--- src/rtl/demand_pkg.sv ---
// Shared channel indices and sizing constants for the intersection demand detector.
package demand_pkg;

    localparam int N_CAR       = 4;
    localparam int N_PED       = 2;
    localparam int N_CHAN      = N_PED + N_CAR;
    localparam int TICKS_PER_S = 1000;

    localparam int SS_STRAIGHT = 0;
    localparam int SS_TURN     = 1;
    localparam int CS_STRAIGHT = 2;
    localparam int CS_TURN     = 3;
    localparam int PED_SS      = 0;
    localparam int PED_CS      = 1;

endpackage

--- src/rtl/debounce_filter.sv ---
// One input channel: 2-flop synchroniser, then a tick-driven counter that flips the
// filtered state only after DEBOUNCE_MS consecutive ticks of disagreement.
module debounce_filter #(
    parameter int DEBOUNCE_MS = 20
) (
    input  logic clk,
    input  logic rst_n,
    input  logic tick_i,
    input  logic raw_i,
    output logic filtered_o
);

    localparam int             CW   = $clog2(DEBOUNCE_MS + 1);
    localparam logic [CW-1:0]  LAST = CW'(DEBOUNCE_MS - 1);

    logic          sync1_q, sync2_q;
    logic          filt_q, filt_d;
    logic [CW-1:0] cnt_q, cnt_d;

    always_comb begin
        // NOTE: every always_comb output gets a default first, so no path infers a latch.
        filt_d = filt_q;
        cnt_d  = cnt_q;
        if (sync2_q == filt_q) begin
            cnt_d = '0;
        end else if (tick_i) begin
            if (cnt_q == LAST) begin
                filt_d = ~filt_q;
                cnt_d  = '0;
            end else begin
                cnt_d = cnt_q + 1'b1;
            end
        end
    end

    always_ff @(posedge clk or negedge rst_n) begin
        if (!rst_n) begin
            sync1_q <= 1'b0;
            sync2_q <= 1'b0;
            filt_q  <= 1'b0;
            cnt_q   <= '0;
        end else begin
            // NOTE: non-blocking assignments so every flop samples pre-edge values.
            sync1_q <= raw_i;
            sync2_q <= sync1_q;
            filt_q  <= filt_d;
            cnt_q   <= cnt_d;
        end
    end

    assign filtered_o = filt_q;

endmodule

--- src/rtl/demand_detector.sv ---
// Debounces ped buttons and car sensors and latches per-phase demand until cleared.
// Optional stuck-sensor recall is built when STUCK_DETECT_EN is defined.
module demand_detector
    import demand_pkg::*;
#(
    parameter int CLK_HZ      = 1000,
    parameter int DEBOUNCE_MS = 20,
    parameter int CAR_HOLD_MS = 500,
    parameter int STUCK_S     = 300
) (
    input  logic             clk,
    input  logic             rst_n,
    input  logic [N_PED-1:0] ped_btn_raw,
    input  logic [N_CAR-1:0] car_sensor_raw,
    input  logic [N_PED-1:0] ped_clear,
    input  logic [N_CAR-1:0] car_clear,
    output logic [N_PED-1:0] ped_demand,
    output logic [N_CAR-1:0] car_demand,
    output logic [N_CAR-1:0] car_present,
    output logic             any_demand,
    output logic [N_CAR-1:0] stuck_fault
);

    localparam int            TICK_DIV  = (CLK_HZ >= 2000) ? CLK_HZ / 1000 : 1;
    localparam int            HW        = $clog2(CAR_HOLD_MS + 1);
    localparam logic [HW-1:0] HOLD_DONE = HW'(CAR_HOLD_MS);

    logic tick;

    if (TICK_DIV > 1) begin : g_presc
        localparam int            PW       = $clog2(TICK_DIV);
        localparam logic [PW-1:0] PRE_LAST = PW'(TICK_DIV - 1);
        logic [PW-1:0] presc_q;

        always_ff @(posedge clk or negedge rst_n) begin
            if (!rst_n)                  presc_q <= '0;
            else if (presc_q == PRE_LAST) presc_q <= '0;
            else                         presc_q <= presc_q + 1'b1;
        end
        assign tick = (presc_q == PRE_LAST);
    end else begin : g_no_presc
        assign tick = 1'b1;
    end

    logic [N_CHAN-1:0] raw_all, filt_all;
    assign raw_all = {car_sensor_raw, ped_btn_raw};

    for (genvar ch = 0; ch < N_CHAN; ch++) begin : g_chan
        debounce_filter #(.DEBOUNCE_MS(DEBOUNCE_MS)) u_filt (
            .clk        (clk),
            .rst_n      (rst_n),
            .tick_i     (tick),
            .raw_i      (raw_all[ch]),
            .filtered_o (filt_all[ch])
        );
    end

    logic [N_PED-1:0] ped_filt;
    assign ped_filt    = filt_all[N_PED-1:0];
    assign car_present = filt_all[N_CHAN-1:N_PED];

    logic [N_PED-1:0] ped_prev_q, ped_demand_q, ped_demand_d;
    logic [N_CAR-1:0] car_demand_q, car_demand_d, car_clear_eff;
    logic [N_CAR-1:0] stuck_q, stuck_d;
    logic [HW-1:0]    hold_q [N_CAR];
    logic [HW-1:0]    hold_d [N_CAR];
    logic             any_q;

`ifdef STUCK_DETECT_EN
    localparam int             MSW      = $clog2(TICKS_PER_S);
    localparam int             SW       = $clog2(STUCK_S + 1);
    localparam logic [MSW-1:0] MS_LAST  = MSW'(TICKS_PER_S - 1);
    localparam logic [SW-1:0]  SEC_DONE = SW'(STUCK_S);

    logic [MSW-1:0] ms_q  [N_CAR];
    logic [MSW-1:0] ms_d  [N_CAR];
    logic [SW-1:0]  sec_q [N_CAR];
    logic [SW-1:0]  sec_d [N_CAR];

    always_comb begin
        for (int i = 0; i < N_CAR; i++) begin
            ms_d[i]  = ms_q[i];
            sec_d[i] = sec_q[i];
            if (!car_present[i]) begin
                ms_d[i]  = '0;
                sec_d[i] = '0;
            end else if (tick && sec_q[i] != SEC_DONE) begin
                if (ms_q[i] == MS_LAST) begin
                    ms_d[i]  = '0;
                    sec_d[i] = sec_q[i] + 1'b1;
                end else begin
                    ms_d[i] = ms_q[i] + 1'b1;
                end
            end
            stuck_d[i] = stuck_q[i] | (sec_d[i] == SEC_DONE);
        end
    end

    always_ff @(posedge clk or negedge rst_n) begin
        if (!rst_n) begin
            for (int i = 0; i < N_CAR; i++) begin
                ms_q[i]  <= '0;
                sec_q[i] <= '0;
            end
            stuck_q <= '0;
        end else begin
            ms_q    <= ms_d;
            sec_q   <= sec_d;
            stuck_q <= stuck_d;
        end
    end
`else
    assign stuck_q = '0;
    assign stuck_d = '0;
`endif

    // A stuck sensor keeps its lane recalled; the controller cannot clear it.
    assign car_clear_eff = car_clear & ~stuck_q;

    always_comb begin
        ped_demand_d = (ped_filt & ~ped_prev_q) | (ped_demand_q & ~ped_clear);
        for (int i = 0; i < N_CAR; i++) begin
            hold_d[i]       = hold_q[i];
            car_demand_d[i] = car_demand_q[i] | (hold_q[i] == HOLD_DONE);
            if (car_clear_eff[i]) begin
                car_demand_d[i] = 1'b0;
                hold_d[i]       = '0;
            end else if (!car_present[i]) begin
                hold_d[i] = '0;
            end else if (tick && hold_q[i] != HOLD_DONE) begin
                hold_d[i] = hold_q[i] + 1'b1;
            end
            if (stuck_d[i]) car_demand_d[i] = 1'b1;
        end
    end

    always_ff @(posedge clk or negedge rst_n) begin
        if (!rst_n) begin
            ped_prev_q   <= '0;
            ped_demand_q <= '0;
            car_demand_q <= '0;
            any_q        <= 1'b0;
            // NOTE: the hold counters are a small register array whose progress must be lost on reset, so each entry is reset.
            for (int i = 0; i < N_CAR; i++) hold_q[i] <= '0;
        end else begin
            ped_prev_q   <= ped_filt;
            ped_demand_q <= ped_demand_d;
            car_demand_q <= car_demand_d;
            any_q        <= |{ped_demand_q, car_demand_q};
            hold_q       <= hold_d;
        end
    end

    assign ped_demand  = ped_demand_q;
    assign car_demand  = car_demand_q;
    assign any_demand  = any_q;
    assign stuck_fault = stuck_q;

endmodule

--- config.mk ---
export PLATFORM = sky130hd
export DESIGN_NAME = demand_detector
export DESIGN_NICKNAME = d
export VERILOG_FILES = /design/src/rtl/demand_pkg.sv /design/src/rtl/debounce_filter.sv /design/src/rtl/demand_detector.sv
export SDC_FILE = /design/constraint.sdc
export NUM_CORES = 1
export LEC_CHECK = 0
export CAP_MARGIN = 20
export CORE_MARGIN = 10
export CORE_UTILIZATION = 58
export DETAILED_ROUTE_END_ITERATION = 16
export PLACE_DENSITY = 0.81
export SYNTH_ARGS = -nofsm -noshare
export SYNTH_HDL_FRONTEND = slang
export SYNTH_SLANG_ARGS = --single-unit
--- constraint.sdc ---
create_clock -name clk -period 1.7 [get_ports clk]
set_input_delay 0.17 -clock clk [delete_from_list [all_inputs] [get_ports clk]]
set_output_delay 0.17 -clock clk [all_outputs]
set_load 0.1 [all_outputs]
# Yosys cells after proc, flatten, opt, wreduce, memory -nomap -nowiden
# Cells that the tools add are included.
[classes]
add_sub_neg = 10
eq_ne = 24
mux = 28
bitwise_logic = 21
reduce_logical = 7
[op_table]
columns = ["cell", "count"]
rows = [
  ["9-bit two-way mux", 12],
  ["5-bit two-way mux", 12],
  ["9-bit by 1-bit adder with 9-bit output (second input constant)", 4],
  ["9-bit equality test (second input constant)", 4],
  ["9-bit inequality test (second input constant)", 4],
  ["5-bit by 1-bit adder with 5-bit output (second input constant)", 6],
  ["5-bit equality test (second input constant)", 6],
  ["3-bit inequality test (second input constant)", 4],
  ["1-bit NOT", 12],
  ["2-bit AND reduction", 6],
  ["1-bit equality test", 6],
  ["6-bit OR reduction", 1],
  ["2-bit AND", 2],
  ["1-bit two-way mux", 4],
  ["2-bit NOT", 2],
  ["1-bit bitwise OR", 4],
  ["2-bit bitwise OR", 1],
]
[word_totals]
ff_bits = 93
in_bits = 14
output_inout_bits = 15
wordCells = 122

# Logic depth before layout (Yosys ltp)
[logic_depth]
ltp_word = 4
mapped_depth = 5
ltp_nobuf = 5

# Modules after synthesis
# A second synthesis with hierarchy kept.
[unflattened]
hier_cells = 417
hier_area_um2 = 4438.0
[by_module_without_submodules]
columns = ["mod", "n_inst", "cells_per_inst", "area_per_inst_um2", "seq_area_each_um2"]
rows = [
  ["demand_detector", 1, 231, 2230.9, 1126.1],
  ["debounce_filter", 6, 31, 367.9, 200.2],
]

# Worst setup path after synthesis
# Ideal clock, no wire load.
[synth_path]
path_kind = "reg2reg"
start = "register car_demand_q[0] (netlist: car_demand[0])"
end = "register any_q (netlist: any_demand)"
setup_time_ns = 0.132
t_arrival_ns = 1.195
t_required_ns = 1.568
slack_ns = 0.373
stages_incl_launch_ff = 3
n_path_buf = 0
synth_period_minus_slack_ns = 1.327
cell_sequence = "dfrtp_1 nor4_1 nand3_1"
[synth_between]
elab_chain_len = 1
[synth_rtl]
columns = ["element", "line_no", "text"]
rows = [
  ["start: declaration", "demand_detector.sv:63", "logic [N_CAR-1:0] car_demand_q, car_demand_d, car_clear_eff;"],
  ["start signal: assignment", "demand_detector.sv:148", "car_demand_q <= car_demand_d;"],
  ["6-bit OR reduction", "demand_detector.sv:149", "any_q <= |{ped_demand_q, car_demand_q};"],
  ["end signal: assignment", "demand_detector.sv:149", ""],
  ["end: declaration", "demand_detector.sv:67", "logic any_q;"],
]
# No other way between the ends.
# A chain may end at the register's enable or synchronous reset.

# Worst setup path after layout
[layout_path]
start = "register hold_q[27] in the netlist's numbering"
end = "register hold_q[35] in the netlist's numbering"
[layout_between]
elab_chain_len = 4
word_cells_on_any_way = 6
cone_classes = "add/sub (1); eq/ne (2); mux (3)"
[layout_rtl]
columns = ["element", "line_no", "text"]
rows = [
  ["start: declaration", "demand_detector.sv:65", "logic [HW-1:0] hold_q [N_CAR];"],
  ["start signal: assignment", "demand_detector.sv:150", "hold_q <= hold_d;"],
  ["9-bit by 1-bit adder with 9-bit output", "demand_detector.sv:131", "hold_d[i] = hold_q[i] + 1'b1;"],
  ["9-bit two-way mux", "demand_detector.sv:130", "end else if (tick && hold_q[i] != HOLD_DONE) begin"],
  ["9-bit two-way mux", "demand_detector.sv:128", "end else if (!car_present[i]) begin"],
  ["9-bit two-way mux", "demand_detector.sv:125", "if (car_clear_eff[i]) begin"],
]
# Several ways; a longest one is shown, not always the timed one. The select of a mux whose other input is x is not followed.

==> run summary <==
Status: finished, final reports clean
Sw frac: 20.5%
Crit-path slowest cell: dfrtp_1
Core Area: 6830 sq um
Vias in the first global route: 2785
Global route overflow: 0
YS warnings: 0
Synth Area in Simple Gates: 18.4%
Clk root buf: clkbuf_8
Post-synthesis mux area share: 2.64%
CTS tree: yes
Mapped Area: 4080 sq um
First-pass detailed-route iteration total: 4
Post-synth top area share: 57.0%
Arrival time worst endpoint: 1.73 ns
Via density: 5.52
Gpl congestion: 0.842
Worst Setup End Kind: flip-flop
Worst setup endpoint: hold_q[35]$_DFFE_PN0P_
Fmax: 0.688 GHz
Initial antenna violation count: 0
Clock Path Buffers: 2
WL final: 7.25 mm
Worst setup path class: flip-flop to flip-flop
Post-synthesis register bit count: 93
CP Launch Point: hold_q[27]$_DFFE_PN0P_
Clk_lat worst skew: 0.36 ns
Final ANT Viol Nets: 0
Post-cts sizing count: 0
Logic gate share of total power: 4.6%
Critical path, cell by cell: ha_1 -> nand3_1 -> or3_1 -> a21oi_1
R2R cell count: 4
GRT Util Overall: 14.0%
Detailed Place HPWL: 5.07 mm
R2R Path Start: hold_q[27]$_DFFE_PN0P_
Post-synthesis adder-cell area fraction: 4.29%
Nets: 437
Peak supply drop: 0.611 mV
CTS clk-pin slew, worst paths: 0.09 ns
Worst Path Max Fanout: 5
Site Rows: 30
RR Endpoint: hold_q[35]$_DFFE_PN0P_
WL per Instance: 14.2 um
Setup_tns: 0 ns
NetSw: 894 uW
PD cells: 909 nW/um^2
Die area: 10800 sq um
Mean post-synth cell area: 10.9 sq um
RSZ-0062 raised after global routing: no
Top post-synthesis cells by area: dfrtp_1 (57%), ha_1 (4.3%), nand3_1 (3.6%)
Worst min path class: input pin to flip-flop
Largest family of logic cells by synthesized area: simple AND/OR/NAND/NOR gates
Fillers: 505
Drc violations: 0
Post-Synth XOR/XNOR Area: 6.01%
Cells after synthesis: 375
H-Tree Depth: 3
Worst path required time: 1.98 ns
IO buf count: 24
Tmin final: 1.45 ns
Pwr Total: 4.36 mW
P_leak: 2.06 nW
Reg area: 2330 sq um
Crit-path max cell delay: 0.44 ns
Critical Path Start Type: flip-flop
Via count: 2813
Clock power frac: 42.7%
First-pass GRT wire length: 12.7 mm
Layout cells sized above 1: 10.1%
Final setup fails: 0
Largest net degree at the start of global routing: 94
Cell taking the most area after synthesis: dfrtp_1
CTS Buf Count: 9
Commonest cells after routing, fill and taps aside: dfrtp_1 (93), nor2_1 (31), nand3_1 (29)
CTS sink cnt: 93
Leading cell type in the layout, fill and taps excluded: dfrtp_1
Starting Density: 59.8%
Die Wd: 104 um
Final Max Slew Viols: 0
Initial DRC count: 107
Synth unique cells: 29
Fin. Hold Viols: 0
Max Cap Viol: 0
Final Skew: 0.0109 ns
P&R area growth vs syn: 17.3%
Post-synthesis sequential area ratio: 57.0%
Compound-Gate Fraction of Synth Area: 8.09%
Chip height: 104 um
N_diodes: 0
Internal power: 3.46 mW
R2R Setup Slk: 0.25 ns
IO Pins: 29
Area of the multi-input gates: 1620 sq um
Ratio of final minimum period to clock period: 85.4%
Sequential share of power: 52.7%
flip-flops by register name (all words and copies together), names as in the netlist:
| register | cells |
|---|---|
| any_demand | 1 |
| car_demand | 4 |
| g_chan.u_filt.cnt_q | 30 |
| g_chan.u_filt.filtered_o | 6 |
| g_chan.u_filt.sync1_q | 6 |
| g_chan.u_filt.sync2_q | 6 |
| hold_q | 36 |
| ped_demand | 2 |
| ped_prev_q | 2 |
how the worst min path moves through the flow:
stage	start	slack, ns	endpoint	cells after the start
6_report	car_sensor_raw[2]	0.24	g_chan[4].u_filt.sync1_q$_DFF_PN0_	1
5_1_grt	car_sensor_raw[1]	0.24	g_chan[3].u_filt.sync1_q$_DFF_PN0_	1
4_1_cts	car_sensor_raw[1]	0.23	g_chan[3].u_filt.sync1_q$_DFF_PN0_	1
3_5_place_dp	rst_n	0.25	hold_q[10]$_DFFE_PN0P_	2
3_3_place_gp	rst_n	0.25	hold_q[9]$_DFFE_PN0P_	2
2_1_floorplan	rst_n	-0.13	any_demand$_DFF_PN0_	0
cell families after synthesis:
logic type | after synthesis
simple gates | 140
xor+xnor | 28
fa+ha+maj | 14
buf+inv | 30
other cells | 1
compound gates | 59
mux | 10
flops | 93
worst max-delay path: cells and delay by family, from the launching register on:
family / cells / cell delay [ns]
AND/OR/NAND/NOR: 2 / 0.57
flip-flops: 1 / 0.44
adder cells (fa/ha/maj): 1 / 0.22
AO/OA/AOI/OAI: 1 / 0.15
what timing repair did:
item / in CTS / in global routing
setup buffers: 0 / 0
hold buffers: 1 / 0
hold endpoints to repair: 93 / 0
power by group through the flow:
stage / combinational, mW / clock, mW / sequential, mW
6_report: 0.201 / 1.86 / 2.30
5_1_grt: 0.227 / 1.98 / 2.30
4_1_cts: 0.207 / 1.89 / 2.30
3_5_place_dp: 0.202 / 0 / 2.34
3_3_place_gp: 0.195 / 0 / 2.34
2_1_floorplan: 0.111 / 0 / 2.33
cell type report:
type                    instances  area share (%)
repair buffers                 28            7.94
inverters                      22            1.72
multi-input cells             255            33.9
flip-flops and latches         93            48.6
clock buffers                  12            2.82
clock inverters                 4            2.51
well taps                      96            2.51
synth_stat cells (all sizes together):
| cell | n |
|---|---|
| nand2 | 18 |
| mux2 | 6 |
| nand4 | 8 |
| xnor2 | 13 |
| nand3 | 29 |
| nand2b | 4 |
| o31ai | 5 |
| mux2i | 4 |
| nor3 | 5 |
| nor2b | 4 |
| o22ai | 2 |
| nand4bb | 1 |
| or3 | 20 |
| buf | 8 |
| conb | 1 |
| a21oi | 20 |
| xor2 | 15 |
| nand4b | 4 |
| inv | 22 |
| a31oi | 4 |
| or2 | 4 |
| ha | 14 |
| a31o | 4 |
| dfrtp | 93 |
| nor2 | 31 |
| and2 | 7 |
| o21ai | 24 |
| nor4 | 5 |
metrics by stage:
| stage | area, sq um | cells | util, % | hold WS [ns] | setup WS, ns |
|---|---|---|---|---|---|
| after floorplan | 4090 | 378 | - | -0.126 | 0.373 |
| after global placement | 4520 | 493 | 66.2 | 0.253 | 0.258 |
| after detailed placement | 4520 | 493 | 66.2 | 0.249 | 0.153 |
| after CTS | 4790 | 510 | 70.1 | 0.233 | 0.238 |
| after global routing | 4790 | 510 | 70.1 | 0.244 | 0.175 |
| final | 4790 | 510 | 70.1 | 0.243 | 0.247 |
layer usage:
metal	GRT usage, %	wire length [um]
met5	0	0
met4	7.36	176
met3	3.16	262
met2	23.5	3590
met1	16.4	3220
No activity file was read; power rests on OpenSTA's default activity.
